### src/rtl/logip_pkg.sv
// logip_pkg: types and constants shared by the Tiny-UART / LogIP blocks.
//   opcode_t       - 8-bit command opcode
//   cmd_t          - {opcode, data[31:0]}, 40 bits packed
//   err_code_e     - receive-side error causes
//   LONG_CMD_BYTES - data bytes following a long-command opcode
//   smpl_div()     - oversampling divider, floor(clk/(baud*os)), at least 1
package logip_pkg;

  typedef logic [7:0] opcode_t;

  typedef struct packed {
    opcode_t     opcode;
    logic [31:0] data;
  } cmd_t;

  typedef enum logic [1:0] {
    ERR_NONE    = 2'd0,
    ERR_OVERRUN = 2'd1,
    ERR_TIMEOUT = 2'd2
  } err_code_e;

  localparam int LONG_CMD_BYTES = 4;

  function automatic int smpl_div(input int clk_freq, input int baud, input int os);
    int d;
    d = clk_freq / (baud * os);
    return (d < 1) ? 1 : d;
  endfunction

endpackage

### src/rtl/tuart_smpl_gen.sv
// tuart_smpl_gen: free-running divider producing a one-cycle strobe every
// DIV clocks. Shared between the UART receiver and transmitter paths.
//   clk  - system clock
//   rst  - asynchronous active-high reset
//   smpl - registered strobe, high one cycle per DIV cycles
module tuart_smpl_gen #(
  parameter int DIV = 1
) (
  input  logic clk,
  input  logic rst,
  output logic smpl
);

  // Keep a 1-bit counter when DIV==1 so the vector never collapses to zero width.
  localparam int CW = (DIV > 1) ? $clog2(DIV) : 1;

  logic [CW-1:0] cnt;

  always_ff @(posedge clk or posedge rst) begin
    if (rst) begin
      cnt  <= '0;
      smpl <= 1'b0;
    end else if (cnt == CW'(DIV - 1)) begin
      cnt  <= '0;
      smpl <= 1'b1;
    end else begin
      cnt  <= cnt + CW'(1);
      smpl <= 1'b0;
    end
  end

endmodule

### src/rtl/tuart_cmd_ctrl.sv
// tuart_cmd_ctrl: frames bytes from the Tiny-UART receiver into SUMP-style
// commands for the LogIP core and generates the receiver's sample strobe.
//   Short command: one byte with bit7==0, data reported as zero.
//   Long command : opcode with bit7==1, then four data bytes, little-endian.
// Ports:
//   clk_i, rst_i          - clock, asynchronous active-high reset
//   smpl_o                - oversampling strobe to the receiver
//   byte_i, byte_vld_i    - received byte and its one-cycle qualifier
//   cmd_o, cmd_vld_o,
//   cmd_rdy_i             - {opcode, data} to the core, valid/ready handshake
//   err_o, err_code_o     - one-cycle error pulse, sticky cause (err_code_e)
// Optional feature: define LOGIP_RX_TIMEOUT_EN to abandon a long command when
// the gap between its bytes reaches TIMEOUT_CYCLES (error code 2). Without it
// COLLECT waits indefinitely.
module tuart_cmd_ctrl
  import logip_pkg::*;
#(
  parameter int CLK_FREQ       = 100_000_000,
  parameter int BAUD           = 115_200,
  parameter int OVERSAMPLE     = 16,
  parameter int TIMEOUT_CYCLES = 1_000_000
) (
  input  logic        clk_i,
  input  logic        rst_i,
  output logic        smpl_o,
  input  logic [7:0]  byte_i,
  input  logic        byte_vld_i,
  output logic [39:0] cmd_o,
  output logic        cmd_vld_o,
  input  logic        cmd_rdy_i,
  output logic        err_o,
  output logic [1:0]  err_code_o
);

  localparam int DIV = smpl_div(CLK_FREQ, BAUD, OVERSAMPLE);

  tuart_smpl_gen #(.DIV(DIV)) u_smpl (
    .clk  (clk_i),
    .rst  (rst_i),
    .smpl (smpl_o)
  );

  typedef enum logic [1:0] {IDLE, COLLECT, HOLD} state_e;

  state_e    state;
  cmd_t      cmd;
  logic      cmd_vld;
  logic      err;
  err_code_e err_code;
  logic [1:0] idx;

`ifdef LOGIP_RX_TIMEOUT_EN
  localparam int TW = $clog2(TIMEOUT_CYCLES + 1);
  logic [TW-1:0] tcnt;
  // Expiry is taken on the edge where the idle count would reach
  // TIMEOUT_CYCLES, so err_o rises exactly TIMEOUT_CYCLES cycles after the
  // last byte; the counter is cleared there and never actually wraps.
  wire tmo = (tcnt == TW'(TIMEOUT_CYCLES - 1));
`endif

  always_ff @(posedge clk_i or posedge rst_i) begin
    if (rst_i) begin
      state    <= IDLE;
      cmd      <= '0;
      cmd_vld  <= 1'b0;
      err      <= 1'b0;
      err_code <= ERR_NONE;
      idx      <= '0;
`ifdef LOGIP_RX_TIMEOUT_EN
      tcnt     <= '0;
`endif
    end else begin
      err <= 1'b0;
      case (state)
        IDLE: begin
          if (byte_vld_i) begin
            cmd.opcode <= byte_i;
            cmd.data   <= '0;
            if (byte_i[7]) begin
              idx   <= '0;
`ifdef LOGIP_RX_TIMEOUT_EN
              tcnt  <= '0;
`endif
              state <= COLLECT;
            end else begin
              cmd_vld <= 1'b1;
              state   <= HOLD;
            end
          end
        end

        COLLECT: begin
          if (byte_vld_i) begin
            cmd.data[8*idx +: 8] <= byte_i;
            idx <= idx + 2'd1;   // wraps to 0 after the last byte
`ifdef LOGIP_RX_TIMEOUT_EN
            tcnt <= '0;
`endif
            if (idx == 2'(LONG_CMD_BYTES - 1)) begin
              cmd_vld <= 1'b1;
              state   <= HOLD;
            end
          end
`ifdef LOGIP_RX_TIMEOUT_EN
          else if (tmo) begin
            err      <= 1'b1;
            err_code <= ERR_TIMEOUT;
            cmd      <= '0;
            idx      <= '0;
            tcnt     <= '0;
            state    <= IDLE;
          end else begin
            tcnt <= tcnt + TW'(1);
          end
`endif
        end

        HOLD: begin
          // A byte here is lost even if the core takes the command this cycle.
          if (byte_vld_i) begin
            err      <= 1'b1;
            err_code <= ERR_OVERRUN;
          end
          if (cmd_rdy_i) begin
            cmd_vld <= 1'b0;
            state   <= IDLE;
          end
        end

        default: state <= IDLE;
      endcase
    end
  end

  assign cmd_o      = cmd;
  assign cmd_vld_o  = cmd_vld;
  assign err_o      = err;
  assign err_code_o = err_code;

endmodule

### config.mk
export PLATFORM = sky130hd
export DESIGN_NAME = tuart_cmd_ctrl
export DESIGN_NICKNAME = d
export VERILOG_FILES = /design/src/rtl/logip_pkg.sv /design/src/rtl/tuart_smpl_gen.sv /design/src/rtl/tuart_cmd_ctrl.sv
export SDC_FILE = /design/constraint.sdc
export NUM_CORES = 1
export LEC_CHECK = 0
export CAP_MARGIN = 20
export CORE_ASPECT_RATIO = 1.2
export CORE_UTILIZATION = 31
export CTS_CLUSTER_DIAMETER = 150
export DETAILED_ROUTE_END_ITERATION = 10
export PLACE_DENSITY = 0.59
export SLEW_MARGIN = 5
export SYNTH_ARGS = -nofsm -noshare
export SYNTH_HDL_FRONTEND = slang
export SYNTH_SLANG_ARGS = --single-unit
### constraint.sdc
create_clock -name clk_i -period 1.68 [get_ports clk_i]
set_clock_uncertainty 0.15 [all_clocks]
set_input_delay 0.252 -clock clk_i [delete_from_list [all_inputs] [get_ports clk_i]]
set_output_delay 0.252 -clock clk_i [all_outputs]
set_load 0.005 [all_outputs]
==> metrics.md, run 1 <==
| Metric | Value |
|---|---|
| Max Clk Rate | 0.594 GHz |
| R2R cell count | 5 |
| Critical path type | reg2reg |
| Arr. time, crit path | 1.78 ns |
| Critical Path, Cell by Cell | inv_2, ha_4, and4bb_1, and4b_2, a22o_1 |
| Post-synth EDFFs | 0 |
| Root buf cell | clkbuf_8 |
| MaxCap Viol Count | 0 |
| Clock Path Buffers | 2 |
| # IOs | 57 |
| Share of cells above drive strength 1 | 0.218 |
| Drc violations | 0 |
| CTS Hold Bufs | 0 |
| Clock slew at reported path FFs | ~0.11 ns |
| Fin crit share | 1.00 |
| Total CTS buffers | 5 |
| Row count | 34 |
| Die width | between 80 and 90 um |
| Initial drt markers | 39 |
| Worst Setup End Kind | flop |
| Ant. Diodes | 0 |
| Largest net degree at the start of global routing | 55 |
| Most common library cells after synthesis | dfrtp_1, a22o_1, nand3_1 |
| Worst Path Max Fanout | 8 |
| RSZ-0062 raised after global routing | true |
| Min Hold Slack | 0.199 ns |
| Buffers & Inverters on Critical Path | 1 |
| Synth Instances | between 150 and 200 |
| Syn nets | 196 |
| Worst vdd ir | approximately 420 uV |
| Dpl cells | between 300 and 400 |
| Post-synth top flop | dfrtp_1 |
| Post-DP HPWL | roughly 3.9 mm |
| Routed Antenna Nets | 0 |
| Detailed Route WL | a little over 5 mm |
| Post-synthesis sequential area ratio | 0.588 |
| Mapped Area | 2300 um2 |
| Status | finished with violations |
| Clock latency on the worst-skew pair | around 0.31 ns |
| Placed inst area | 3080 um2 |
| FFs w/ async S/R, synth | 1.00 |
| Fin. Hold Viols | 0 |
| Slew Limit Fails | 0 |
| R2r startpoint | idx[1] |
| GR Util All Layers | 0.140 |
| CP delay by family, top | simple AND/OR/NAND/NOR gates |
| Cell taking the most area after synthesis | dfrtp_1 |
| Syn Area/Cell | ~13 um2 |
| Cell Pwr Density | about 1300 nW/um2 |
| Syn-to-layout area delta | 40.9% |
| Pre-antenna DRT Iters | 4 |
| GP Congestion | around 0.75 |
| Final min period | 1.68 ns |
| R2r setup slk | -0.002 ns |
| Via density | around 4.8 |
| Startpoint Class | flop |
| Synth unique cells | 44 |
| Yosys warnings | 0 |
| FF+latch count, synth | 54 |
| Worst EP required | between 1.5 and 2 ns |
| Initial antenna violation count | 0 |
| Reg-to-Reg End | cmd_o[29] |
| Final instance area | about 3200 um2 |
| Endpoints failing setup | 1 |
| First-pass GRT wire length | slightly above 8 mm |
| Initial Util | 0.318 |
| CTS sink cnt | 54 |
| H-tree levels | 2 |
| Grt ovf | 0 |
| Die Area | 7770 um2 |
| Leakage | ~1.4 nW |
| Fillers | 668 |
| Largest cells by area after synthesis | dfrtp_1, a22o_1, ha_1 |
| Dpl ws | -0.212 ns |
| WL met2 | roughly 2.6 mm |
| Setup ws final | -0.00244 ns |
| Setup TNS | -0.00244 ns |
| Wl on met1 | ~2.3 mm |
| Violated checks | setup timing |
| Routed len/inst | 15.1 um |
| TritonCTS clock tree | yes |
| Core area | between 7000 and 8000 um2 |
| Cell Count, Final, Fillers Out | around 340 |
| Nets@finish | 271 |
| DR top layer | met4 |
| Most common cell in the netlist | dfrtp_1 |
| Vias | between 1500 and 2000 |
| Hold Path Class | in2async |
| Crit-path max cell delay | 0.40 ns |
| Vias in the first global route | 1635 |
| Die H | 96.4 um |
| Share of the synthesized area in the top cell type | 0.588 |
| Met3 Wirelength | between 150 and 200 um |
| Crit-path slowest cell | dfrtp_1 |
| Number of port buffers | 55 |
-- layout make-up --
type                            count  area [um2]  share of cell area
Clock buffer                        5        68.8              0.0212
Clock inverter                      3        48.8              0.0151
Tap cell                           90         113              0.0348
Multi-Input combinational cell    106         903               0.279
Timing Repair Buffer               75         717               0.221
Sequential cell                    54        1350               0.417
Inverter                            9        37.5              0.0116
-- worst max-delay path by stage --
stage,cells past startpoint,end,start,slack (ns)
after global routing,5,cmd_o[29],idx[1],-0.08
after CTS,5,cmd_o[29],idx[1],-0.01
after detailed placement,4,cmd_o[33],byte_vld_i,-0.21
after global placement,4,cmd_o[38],byte_vld_i,-0.19
after floorplan,6,cmd_o[31],idx[0],-0.05
final,5,cmd_o[29],idx[1],-0.002
-- tightest hold or removal path, cell delays in order --
cell             delay, ns
clkdlybuf4s50_1       0.44
clkinvlp_4            0.09
buf_12                0.26
-- power breakdown --
group	leakage [nW]	total [mW]	switching, mW	internal [mW]
sequential	0.708	1.69	0.161	1.53
clock	0.0563	0.898	0.444	0.454
combinational	0.642	1.68	0.718	0.957
-- what timing repair did --
action                                  in CTS  in global routing
endpoints found under the setup margin      30                 26
pin swaps                                    1                  7
gates resized for setup                      5                  5
setup buffers                                1                  0
-- placed cells by master (no fill, tap or decap), types with 2 or more instances in the layout --
cell	n
a22o_1	23
ha_2	2
nand2_1	2
o21ai_0	5
o2bb2ai_1	8
xnor2_1	2
nor2_1	8
clkinvlp_4	2
nand3_1	12
clkbuf_8	5
inv_1	6
nor2b_1	2
dfrtp_1	54
mux2_2	8
clkdlybuf4s50_1	55
inv_2	2
buf_4	18
ha_1	5
o21ai_2	2
-- cell families (layout without fill, tap and decap cells) --
kind of cell,Yosys count,count (layout),share of synthesized area
compound gates,48,48,0.173
xor+xnor,3,3,0.0114
fa+ha+maj,8,8,0.0435
buf+inv,16,92,0.0364
flops,54,54,0.588
mux,8,8,0.0392
other cells,1,1,0.00163
simple gates,38,38,0.107
-- sequential cells by signal, summed over array words and instances, names as in the netlist --
| register | flops |
|---|---|
| err_o | 1 |
| u_smpl.cnt | 6 |
| err_code_o | 1 |
| state | 2 |
| cmd_vld_o | 1 |
| u_smpl.smpl | 1 |
| idx | 2 |
| cmd_o | 40 |
-- layer usage --
metal / vias up / GRT usage
met5: - / 0
met1: 798 / 0.174
met2: 36 / 0.237
li1: 796 / -
met4: 0 / 0.0595
met3: 9 / 0.0256
-- metrics by stage --
| step | utilization | total power [mW] |
|---|---|---|
| after floorplan | - | 2.53 |
| after global placement | 0.426 | 3.32 |
| after detailed placement | 0.426 | 3.36 |
| after CTS | 0.445 | 4.30 |
| after global routing | 0.448 | 4.54 |
| final | 0.448 | 4.27 |
(Power assumes the default switching activity.)
==> run 2: changes to the inputs <==
PLACE_DENSITY = default   (was 0.59)
==> metrics.md, run 2 (synthesis results as in run 1) <==
| Metric | Value |
|---|---|
| Status | finished with violations |
| Violated checks | setup timing |
| RSZ-0062 raised after global routing | true |
| Number of port buffers | 55 (unchanged) |
| Min Hold Slack | 0.0499 ns (-0.149 ns) |
| Setup TNS | -0.180 ns (-0.178 ns) |
| Initial drt markers | 47 (+21%) |
| Worst vdd ir | 522 uV (+24%) |
| Share of cells above drive strength 1 | 0.247 (+0.0288) |
| Ant. Diodes | 0 (unchanged) |
| Initial antenna violation count | 0 (unchanged) |
| Die H | 96.4 um (unchanged) |
| Core area | 7230 um2 (unchanged) |
| Root buf cell | clkbuf_8 |
| Critical Path, Cell by Cell | inv_2, ha_4, and4bb_1, and4b_2, a22o_1 |
| Drc violations | 0 (unchanged) |
| Setup ws final | -0.0326 ns (-0.0301 ns) |
| Clock slew at reported path FFs | 0.10 ns (about the same) |
| Die Area | 7770 um2 (unchanged) |
| Pre-antenna DRT Iters | 4 (unchanged) |
| Power, Total | 4.32 mW (+1.2%) |
| TritonCTS clock tree | yes |
| Largest net degree at the start of global routing | 31 (-44%) |
| Routed Antenna Nets | 0 (unchanged) |
| Commonest non-fill, non-tap cell in the layout | dfrtp_1 |
| Final min period | 1.71 ns (+0.0301 ns) |
| CTS sink cnt | 54 (unchanged) |
| Post-DP HPWL | 3.89 mm (+0.80%) |
| Clock latency on the worst-skew pair | 0.30 ns (about the same) |
| GR Util All Layers | 0.142 (+0.00239) |
| Critical path type | reg2reg |
| Cell Pwr Density | 1300 nW/um2 (-1.5%) |
| Detailed Route WL | 5.24 mm (+1.5%) |
| Hold Path Class | in2async |
| Die width | 80.6 um (unchanged) |
| MaxCap Viol Count | 0 (unchanged) |
| Worst EP required | 1.78 ns (about the same) |
| Syn-to-layout area delta | 44.7% |
| Routed len/inst | 15.2 um (+0.65%) |
| GP Congestion | 0.806 (+7.7%) |
| Max Clk Rate | 0.584 GHz (-1.8%) |
| H-tree levels | 2 (unchanged) |
| Area of the multi-input gates | 955 um2 (+5.7%) |
| Worst Path Max Fanout | 8 (unchanged) |
| Initial Util | 0.318 (unchanged) |
| Fillers | 688 (+3.0%) |
| Arr. time, crit path | 1.81 ns (+0.03 ns) |
| Slew Limit Fails | 0 (unchanged) |
| Row count | 34 (unchanged) |
| Via density | 4.84 (+1.1%) |
| Worst Setup End Kind | flop |
| Commonest cells after routing, fill and taps aside | dfrtp_1, clkdlybuf4s50_1, a22o_1 |
| Startpoint Class | flop |
| Fin crit share | 1.02 (+0.0179) |
| Leakage | 1.49 nW (+5.8%) |
| Endpoints failing setup | 8 (+7) |
| First-pass GRT wire length | 8.36 mm (+2.7%) |
| Vias | 1671 (+2.0%) |
| Grt ovf | 0 (unchanged) |
| Nets@finish | 274 (+1.1%) |
| Crit-path max cell delay | 0.39 ns (about the same) |
| # IOs | 57 (unchanged) |
| Clock Path Buffers | 2 (unchanged) |
| Vias in the first global route | 1658 (+1.4%) |
| Fin. Hold Viols | 0 (unchanged) |
| Register area | 1350 um2 (unchanged) |
| Max reg flops | 40 (unchanged) |
| Crit-path slowest cell | dfrtp_1 |
| Total CTS buffers | 5 (unchanged) |
-- run 2: cell types whose count changed in the layout (fill, tap and decap cells not counted), moves of 2 or more --
cell	before	now
dlymetal6s2s_1	0	3
buf_4	18	20
o2bb2ai_2	0	7
o2bb2ai_1	8	0
clkdlybuf4s50_1	55	52
-- run 2: critical path, delay by kind of cell (launching register included) --
family | cells | cell delay [ns]
AND/OR/NAND/NOR | 2 | 0.64
buffers and inverters | 1 | 0.10
adder cells (fa/ha/maj) | 1 | 0.22
AO/OA/AOI/OAI | 1 | 0.16
flip-flops | 1 | 0.39
-- run 2: worst paths after layout --
path | start | to | slack, ns | depth (start not counted)
worst max-delay path | idx[1] | cmd_o[31] | -0.03 | 5
worst min-delay path | rst_i | cmd_o[11] | 0.05 | 2
worst max register to register | idx[1] | cmd_o[31] | -0.03 | 5
worst min register to register | err_code_o[0] | err_code_o[0] | 0.33 | 1
max in group asynchronous | rst_i | cmd_o[23] | 0.85 | 3
min in group clk_i | byte_vld_i | idx[0] | 0.32 | 4
-- run 2: cell type report --
cell class | instances | area share
sequential | 54 | 0.406
inverter | 9 | 0.0113
tap | 90 | 0.0338
timing repair buffer | 78 | 0.226
clock buffer | 6 | 0.0248
multi-input combinational | 106 | 0.287
clock inverter | 2 | 0.0117
-- run 2: layer usage --
layer	GRT usage	wire (um)	up-vias	share of wire
li1	-	-	801	-
met1	0.190	2390	828	0.46
met2	0.232	2620	37	0.50
met3	0.0265	172	5	0.033
met4	0.0446	62	0	0.012
met5	0	0	-	0
-- run 2: power by group --
part	total, mW	switching (mW)	internal, mW
combinational	1.71	0.745	0.970
clock	0.921	0.430	0.491
sequential	1.68	0.153	1.53
total	4.32	1.33	2.99
-- run 2: per-stage QoR --
stage | utilization | std cells | area, um2 | setup slack [ns]
2_1_floorplan | - | 176 | 2330 | -0.0506
3_3_place_gp | 0.430 | 336 | 3110 | -0.285
3_5_place_dp | 0.430 | 336 | 3110 | -0.277
4_1_cts | 0.448 | 345 | 3240 | -0.0572
5_1_grt | 0.460 | 345 | 3330 | -0.116
6_report | 0.460 | 345 | 3330 | -0.0326
-- run 2: timing repair --
action,in CTS,in global routing
gates cloned,0,0
buffers inserted,1,0
pin swaps,5,13
endpoints found under the setup margin,20,27
resized for setup,4,16
endpoints found under the hold margin,0,0
hold buffers,0,0
==> run 3: changes to the inputs <==
CORE_UTILIZATION = 40   (was 31)
PLACE_DENSITY = 0.7   (was default)
SETUP_SLACK_MARGIN = 0.3   (was default)
==> metrics.md, run 3 (synthesis results as in run 1) <==
| Metric | Value |
|---|---|
| Status | finished with violations |
| Violated checks | DRC |
| Hold Path Class | in2async |
| Initial Util | 0.425 (+0.107) |
| Final min period | 1.67 ns (-0.0461 ns) |
| Vias in the first global route | 1709 (+3.1%) |
| Internal power | 3.12 mW (+4.2%) |
| R2r startpoint | idx[0] |
| TritonCTS clock tree | yes |
| Vias | 1744 (+4.4%) |
| Nets@finish | 304 (+11%) |
| Startpoint Class | flop |
| Routed Antenna Nets | 0 (unchanged) |
| Slew Limit Fails | 0 (unchanged) |
| Routed len/inst | 15.0 um (-1.1%) |
| Reg power frac | 0.379 (-0.011) |
| P_sw | 1.36 mW (+2.1%) |
| Die width | 71.2 um (-12%) |
| CP startpoint | idx[0] |
| Worst Setup End Kind | flop |
| Syn-to-layout area delta | 52.9% |
| R2r setup slk | 0.01 ns (+0.05 ns) |
| Commonest cells after routing, fill and taps aside | dfrtp_1, buf_4, clkdlybuf4s15_1 |
| Worst Path Max Fanout | 8 (unchanged) |
| Setup ws final | 0.0135 ns (+0.0461 ns) |
| Ant. Diodes | 0 (unchanged) |
| Max reg flops | 40 (unchanged) |
| Commonest non-fill, non-tap cell in the layout | dfrtp_1 |
| Leakage | 1.69 nW (+14%) |
| Fin. Hold Viols | 0 (unchanged) |
| Pre-antenna DRT Iters | 7 (+3) |
| Reg-to-Reg End | cmd_o[28] |
| Arr. time, crit path | 1.76 ns (-0.05 ns) |
| Largest net degree at the start of global routing | 28 (-9.7%) |
| Endpoints failing setup | 0 (-8) |
| R2R cell count | 5 (unchanged) |
| Clock Path Buffers | 2 (unchanged) |
| Die H | 85.1 um (-12%) |
| Post-DP HPWL | 3.74 mm (-3.8%) |
| RSZ-0062 raised after global routing | true |
| H-tree levels | 2 (unchanged) |
| Core area | 5410 um2 (-25%) |
| Max Clk Rate | 0.600 GHz (+2.8%) |
| Row count | 29 (-15%) |
| Total CTS buffers | 5 (unchanged) |
| Initial antenna violation count | 0 (unchanged) |
| MaxCap Viol Count | 0 (unchanged) |
| Initial drt markers | 105 (+120%) |
| GP Congestion | 0.777 (-3.6%) |
| Number of port buffers | 55 (unchanged) |
| Die Area | 6060 um2 (-22%) |
| Drc violations | 4 (+4) |
| Worst vdd ir | 578 uV (+11%) |
| # IOs | 57 (unchanged) |
| Clock slew at reported path FFs | 0.10 ns (about the same) |
| Clock power frac | 0.197 (-0.016) |
| Share of cells above drive strength 1 | 0.319 (+0.0722) |
| Critical path type | reg2reg |
| Grt ovf | 0 (unchanged) |
| Dpl ws | -0.215 ns (+0.0626 ns) |
| Comb pwr share | 0.424 (+0.027) |
| Via density | 5.03 (+3.8%) |
| Fin crit share | 0.992 (-0.0274) |
| Detailed Route WL | 5.21 mm (-0.57%) |
| Switching Share | 0.303 (-0.00425) |
| First-pass GRT wire length | 8.60 mm (+3.0%) |
| GR Util All Layers | 0.184 (+0.0421) |
| Clock latency on the worst-skew pair | 0.30 ns (about the same) |
| Root buf cell | clkbuf_8 |
| Cell Pwr Density | 1270 nW/um2 (-2.0%) |
| Power, Total | 4.47 mW (+3.6%) |
| CTS sink cnt | 54 (unchanged) |
| Worst EP required | 1.78 ns (about the same) |
[run 3: changes by cell type in the layout (fill, tap and decap cells not counted), sizes merged]
cell | before | now
clkdlybuf4s50 | 52 | 10
clkdlybuf4s15 | 0 | 40
dlymetal6s2s | 3 | 2
buf | 23 | 52
dlygate4sd2 | 0 | 3
clkinvlp | 1 | 2
[run 3: power groups by stage]
stage	Sequential (mW)	Clock [mW]	Combinational (mW)
after floorplan	1.72	0	0.892
after global placement	1.72	0	1.64
after detailed placement	1.72	0	1.67
after CTS	1.69	0.906	1.74
after global routing	1.72	0.978	2.07
final	1.69	0.881	1.90
[run 3: worst max path at each step]
stage / to / slack [ns]
after floorplan: cmd_o[31] / -0.05
after global placement: cmd_o[26] / -0.19
after detailed placement: cmd_o[30] / -0.21
after CTS: cmd_o[28] / 0.02
after global routing: cmd_o[27] / -0.08
final: cmd_o[28] / 0.01
[run 3: worst max-delay path, stage by stage (launching register included)]
cell,delay [ns]
dfrtp_1,0.41
inv_2,0.10
ha_4,0.21
and4bb_1,0.28
and4b_2,0.32
a22o_1,0.14
[run 3: metrics by stage]
step	hold slack, ns	utilization	cells	TNS, ns	area (um2)
after floorplan	0.170	-	176	-0.458	2360
after global placement	0.305	0.576	306	-4.53	3120
after detailed placement	0.318	0.576	306	-4.83	3120
after CTS	0.120	0.621	334	0	3360
after global routing	0.131	0.651	347	-0.806	3520
final	0.117	0.651	347	0	3520
[run 3: cell type report]
cell class | count | area, um2
fill | 421 | 1890
sequential | 54 | 1350
timing repair buffer | 108 | 1000
multi-input combinational | 106 | 931
tap | 62 | 77.6
clock buffer | 5 | 68.8
clock inverter | 3 | 48.8
inverter | 9 | 37.5
[run 3: routing by layer]
layer / share of wire / up-vias / track usage
met1: 0.45 / 827 / 0.245
met2: 0.50 / 44 / 0.308
met3: 0.039 / 5 / 0.0368
met4: 0.012 / 0 / 0.0491
li1: - / 868 / -
met5: 0 / - / 0
[run 3: what timing repair did]
| action | 4_1_cts | 5_1_grt |
|---|---|---|
| setup endpoints to repair | 92 | 82 |
| resized for setup | 65 | 39 |
| hold buffers | 0 | 0 |
| setup buffers | 20 | 13 |
| pin swaps | 4 | 9 |
